### src/rtl/ins_sort8.sv
// Two-stage sorter: registers eight words, insertion-sorts them combinationally
// into descending order, registers the result. INS_SIGNED_EN selects signed compare.
module ins_sort8 #(
   parameter int DATA_W = 32
) (
   input  logic              clk,
   input  logic              rst,
   input  logic [DATA_W-1:0] in1,
   input  logic [DATA_W-1:0] in2,
   input  logic [DATA_W-1:0] in3,
   input  logic [DATA_W-1:0] in4,
   input  logic [DATA_W-1:0] in5,
   input  logic [DATA_W-1:0] in6,
   input  logic [DATA_W-1:0] in7,
   input  logic [DATA_W-1:0] in8,
   output logic [DATA_W-1:0] out1,
   output logic [DATA_W-1:0] out2,
   output logic [DATA_W-1:0] out3,
   output logic [DATA_W-1:0] out4,
   output logic [DATA_W-1:0] out5,
   output logic [DATA_W-1:0] out6,
   output logic [DATA_W-1:0] out7,
   output logic [DATA_W-1:0] out8
);

   logic [7:0][DATA_W-1:0] s1;
   logic [7:0][DATA_W-1:0] srt;
   logic [7:0][DATA_W-1:0] outr;
   logic [DATA_W-1:0]      key;
   logic                   done;

   function automatic logic gt(input logic [DATA_W-1:0] a, input logic [DATA_W-1:0] b);
`ifdef INS_SIGNED_EN
      return $signed(a) > $signed(b);
`else
      return a > b;
`endif
   endfunction

   // Strict '>' means an equal key stops behind existing entries, keeping order stable.
   always_comb begin
      srt  = '0;
      key  = '0;
      done = 1'b0;
      for (int i = 0; i < 8; i++) begin
         key  = s1[i];
         done = 1'b0;
         for (int j = 7; j >= 1; j--) begin
            if (j <= i && !done) begin
               if (gt(key, srt[j-1])) begin
                  srt[j] = srt[j-1];
               end else begin
                  srt[j] = key;
                  done   = 1'b1;
               end
            end
         end
         if (!done) srt[0] = key;
      end
   end

   always_ff @(posedge clk) begin
      if (rst) begin
         s1   <= '0;
         outr <= '0;
      end else begin
         s1   <= {in8, in7, in6, in5, in4, in3, in2, in1};
         outr <= srt;
      end
   end

   assign out1 = outr[0];
   assign out2 = outr[1];
   assign out3 = outr[2];
   assign out4 = outr[3];
   assign out5 = outr[4];
   assign out6 = outr[5];
   assign out7 = outr[6];
   assign out8 = outr[7];

endmodule

### config.mk
export PLATFORM = sky130hd
export DESIGN_NAME = ins_sort8
export DESIGN_NICKNAME = d
export VERILOG_FILES = /design/src/rtl/ins_sort8.sv
export SDC_FILE = /design/constraint.sdc
export NUM_CORES = 2
export LEC_CHECK = 0
export BUFFER_PORTS_ARGS = -buffer_cell sky130_fd_sc_hd__buf_4
export CORE_UTILIZATION = 40
export CTS_CLUSTER_SIZE = 8
export DETAILED_ROUTE_END_ITERATION = 16
export SLEW_MARGIN = 5
export SYNTH_ARGS = -nofsm -noshare
export SYNTH_HDL_FRONTEND = slang
export SYNTH_SLANG_ARGS = --single-unit
### constraint.sdc
create_clock -name clk -period 28.1 [get_ports clk]
set_clock_uncertainty 0.2 [all_clocks]
set_input_delay 1.405 -clock clk [delete_from_list [all_inputs] [get_ports clk]]
set_output_delay 1.405 -clock clk [all_outputs]
set_load 0.02 [all_outputs]
; Yosys cells after proc, flatten, opt, wreduce, memory -nomap -nowiden
; Index checks and enable logic that the tools add are counted.
[word_totals]
ff_bits = 512
in_bits = 258
out_inout_bits = 256
wordCells = 148
[classes]
magnitude_cmp = 28
mux = 104
[op_table]
columns = cell, count
row1 = two-way mux 32 bit, 56
row2 = greater-than comparator 32 bit, 28
row3 = two-way mux 1 bit, 48

; Longest topological paths before layout
[logic_depth]
word_depth = 27
mapped_depth = 129
ltp_nobuf = 117

; Least setup slack after synthesis
; OpenSTA, ideal clock, no wires.
[synth_path]
kind = register to register
start = register s1[1] (netlist bit)
end = register outr (netlist bit out4[0])
setup_time_ps = 95
arrival_time_ps = 20498
t_required_ps = 27805
setup_slack_ps = 7307
path_stages_with_launch = 125
path_buffers = 15
synth_period_minus_slack_ps = 20793
cell_sequence = dfxtp_1 -> inv_1 -> ha_1 -> nor2b_1 -> o211ai_1 -> a2111oi_0 -> o41a_1 -> nor2_1 -> clkbuf_1 -> clkbuf_1 -> mux2i_1 -> ha_1 -> a22o_1 -> nor4_1 -> o21ai_0 -> a21oi_1 -> o311ai_1 -> a21oi_1 -> [... 89 more ...] -> a21oi_1 -> nor2b_1 -> o21ai_0 -> nand2b_1 -> a21oi_1 -> nor2b_1 -> o21ai_0 -> nand2_1 -> a21oi_1 -> nor2b_1 -> o21ai_0 -> nand2_1 -> a221oi_1 -> a41o_1 -> clkbuf_1 -> clkbuf_1 -> a21oi_1 -> a221oi_1
[synth_between]
elab_chain_cells = 24
word_cells_on_any_way = 101
classes_between = order compare (25) / mux (76)
[synth_lines]
columns = item, line
row1 = start: declaration, 26  ; logic [7:0][DATA_W-1:0] s1;
row2 = start signal: assignment, 67  ; s1 <= {in8, in7, in6, in5, in4, in3, in2, in1};
row3 = greater-than comparator 32 bit, 36  ; return a > b;
row4 = two-way mux 32 bit, 50  ; if (gt(key, srt[j-1])) begin
row5 = greater-than comparator 32 bit, 36
row6 = two-way mux 1 bit (2 in a row), 50
row7 = two-way mux 1 bit, 49  ; if (j <= i && !done) begin
row8 = two-way mux 32 bit, 58  ; if (!done) srt[0] = key;
row9 = greater-than comparator 32 bit, 36
row10 = two-way mux 1 bit / two-way mux 32 bit (equally long branches), 50
row11 = [... 7 more ...], --
row12 = "two-way mux 32 bit, or another cell as far along", 50
row13 = "two-way mux 32 bit, or another cell as far along", 49
row14 = "greater-than comparator 32 bit, or another cell as far along", 36
row15 = "two-way mux 32 bit, or another cell as far along", 50
row16 = "two-way mux 32 bit, or another cell as far along", 49
row17 = "greater-than comparator 32 bit, or another cell as far along", 36
row18 = two-way mux 32 bit / two-way mux 1 bit (equally long branches), "50, 49"
row19 = two-way mux 32 bit (*), 49
row20 = end signal: assignment, 68  ; outr <= srt;
row21 = end: declaration, 28  ; logic [7:0][DATA_W-1:0] outr;
; Mark *: on every way between the ends. The rest lies on a longest branch, timed or not.
; A chain may end at the register's enable or synchronous reset.

; Final worst setup path
[layout_path]
start = register s1[31] (netlist bit)
end = register outr (netlist bit out2[14])
[layout_between]
elab_chain_cells = 26
word_cells_on_any_way = 118
classes_between = order compare (28) / mux (90)
[layout_lines]
columns = item, line
row1 = greater-than comparator 32 bit, 36
row2 = two-way mux 32 bit, 50
row3 = greater-than comparator 32 bit, 36
row4 = two-way mux 1 bit (2 in a row), 50
row5 = two-way mux 1 bit, 49
row6 = two-way mux 32 bit, 58
row7 = greater-than comparator 32 bit, 36
row8 = two-way mux 1 bit / two-way mux 32 bit (equally long branches), 50
row9 = [... 9 more ...], --
row10 = "two-way mux 32 bit, or another cell as far along", 58
row11 = "greater-than comparator 32 bit, or another cell as far along", 36
row12 = "two-way mux 1 bit, or another cell as far along", 50
row13 = "two-way mux 1 bit, or another cell as far along", 49
row14 = "two-way mux 32 bit, or another cell as far along", 58
row15 = "greater-than comparator 32 bit, or another cell as far along", 36
row16 = two-way mux 32 bit / two-way mux 1 bit (equally long branches), "50, 49"
row17 = two-way mux 32 bit (*), 49
; Marks and branches as above.

==> results.toml <==
[detailed_routing]
route.detailed.drc = 0
dr.pass1.iters = 8
avgRoutedWirePerCell_um = 26.8
vias_per_cell = 6.14
ant_nets = 0
via_count = 57172
routed_wl_mm = 250
dr.first_iter.drc_count = 5569

[die]
row_count = 135
ioPinCount = 514
die_w_um = 373
die-area_mm2 = 0.139
die_h_um = 373
design.core.area_mm2 = 0.136
start_util_pct = 40.5

[final_layout]
nFillCells = 13482
regArea_mm2 = 0.0102
final_util_pct = 47.6
finalNetCount = 8654
multi_input_area_mm2 = 0.0424
syn_to_final_growth_pct = 17.6
layout-drive-gt1-share_pct = 17.7

[global_routing]
grt.overflow.total = 0
grt_start_max_net_pins = 154
antenna_found_initial = 3
grt_pass1_vias = 54147
grt_pass1_wl_mm = 362
gr-usage-all-layers_pct = 34.6

[sta]
fmax_mhz = 37.4
drv_slew = 0
max_slew_margin_pct = 17.4
tightest_slew_ns = 1.23
rsz0062_at_grt = "false"
setup_viol = 0
fin_setup_tns_ns = 0
fin_crit_ns = 26.76
hold_violations = 0
fin_crit_sh_pct = 95.2

[synthesis]
ys_ff_latch = 512
ys_types = 82
netlist_instances = 7068
synth_common_cells = "ha_1, a21oi_1, nor2_1"
yosysMostFrequentCell = "ha_1"
synth_top_area_share_pct = 20.2
synth_edf_count = 0
yosysWarnings = 0
yosysTopAreaCell = "ha_1"
synth_nets = 8213
yosysSeqAreaShare_pct = 18.7
netlist_area_mm2 = 0.0549
synth-main-ff-cell = "dfxtp_1"
async_reset_ff_share_pct = 0
synthTopCellsByArea = "ha_1, dfxtp_1, a21oi_1"
syn_area_per_cell_um2 = 7.77

[min_path]
min_path_type = "register to register"

[cts]
cts.path.max_buffers = 3
numCtsBuffers = 78
clkTransAtPathRegs_ns = 0.06
clock-root-buffer = "clkbuf_16"
cts.sink_count = 512
cts_tree = "done"
clock_latency_ns = 0.71
post-cts-setup-buffers = 0
cts-htree-levels = 3

[placed_design]
finalWeightedCongestion = 1.01
place_hpwl_mm = 200
io_buffer_count = 513

[power_and_ir_drop]
power_density_mw_per_mm2 = 101
leakage_nw = 28.8
peakVddDrop_mv = 0.0572

[critical_path]
critPathSlowestCell = "nor4_1"
required_ns = 28.46
worstSetupPathType = "register to register"
crit_arrival_ns = 27.13
max_stage_delay_ns = 0.92
start_kind = "register"
crit_path_end_kind = "register"
worstPathMaxFanout = 58

[outcome]
run_status = "finished clean"

[job]
maxCapViolations = 0
## cell type report
class | count | area share (%)
antenna | 3 | 0.0116
clock buffer | 93 | 3.28
clock inverter | 11 | 0.180
inverter | 220 | 1.28
multi-input combinational | 5847 | 65.6
sequential | 512 | 15.9
tap | 1781 | 3.45
timing repair buffer | 850 | 10.3
## timing repair
item                       4_1_cts  5_1_grt
gates resized for setup          0        3
hold buffers                     0        0
setup endpoints to repair        0        1
## placed cells by master (no fill, tap or decap), types with 73 or more instances in the layout
master     synthesis  routed
a211oi_1          74      73
a21o_1           148     148
a21oi_1          763     763
buf_4              1     826
clkbuf_16          0      79
dfxtp_1          512     512
ha_1             887     887
inv_1            218     218
mux2_2           156     156
mux2i_1          319     319
nand2_1          437     432
nand2b_1         131     131
nand3_1          130     129
nand4_1          199     199
nor2_1           671     663
nor2b_1          447     445
nor3_1           101      97
o21a_1           121     121
o21ai_0          346     344
o32ai_1           93      93
or2_2            103     103
## final timing paths
check	slack [ns]	start	depth (start not counted)	end
max	1.34	s1[31]	102	out2[14]
min reg2reg	0.46	key[11]	3	out1[11]
min	0.46	key[11]	3	out1[11]
max reg2reg	1.34	s1[31]	102	out2[14]
## worst max-delay path, delay by kind of cell, from the launching register on
family | cells | cell delay (ns)
multiplexers | 4 | 1.43
flip-flops | 1 | 0.35
AND/OR/NAND/NOR | 38 | 9.77
AO/OA/AOI/OAI | 41 | 9.69
buffers and inverters | 12 | 2.93
adder cells (fa/ha/maj) | 7 | 2.07
## cell families after synthesis
| logic type | Yosys count | share of synthesized area (%) |
|---|---|---|
| compound gates | 2107 | 25.0 |
| buf+inv | 709 | 5.00 |
| mux | 505 | 9.83 |
| simple gates | 2341 | 21.2 |
| flops | 512 | 18.7 |
| fa+ha+maj | 890 | 20.3 |
| xor+xnor | 4 | 0.0638 |
## per-layer routing
| layer | up-vias | wire (um) | GRT usage, % |
|---|---|---|---|
| met5 | - | 13 | 0 |
| met4 | 2 | 17200 | 21.0 |
| met3 | 639 | 19800 | 6.06 |
| met2 | 2701 | 109000 | 54.0 |
| met1 | 26964 | 104000 | 44.2 |
| li1 | 26866 | - | - |
## through the flow
step                      power, mW  hold slack [ns]  cell area [um^2]  instances  setup slack, ns
after global placement         5.48            0.458             62300       9210             2.82
after floorplan                3.75            0.437             54900       7068             7.31
after global routing           6.90            0.488             64600       9316            0.155
after detailed placement       5.51            0.462             62300       9210             2.58
after CTS                      6.44            0.455             64600       9314             2.45
final                          6.55            0.460             64600       9317             1.34
## registers in the layout (all words and copies together) (netlist names)
signal,cells
out5,32
out8,32
out3,32
out2,32
key,32
out1,32
out7,32
s1,224
out6,32
out4,32
## where the power goes
part / internal, mW / switching [mW] / leakage [nW]
Combinational: 1.72 / 2.92 / 23.4
Sequential: 0.882 / 0.131 / 4.24
Clock: 0.525 / 0.370 / 1.10
Total: 3.13 / 3.42 / 28.8
No activity file was read; power rests on OpenSTA's default activity.
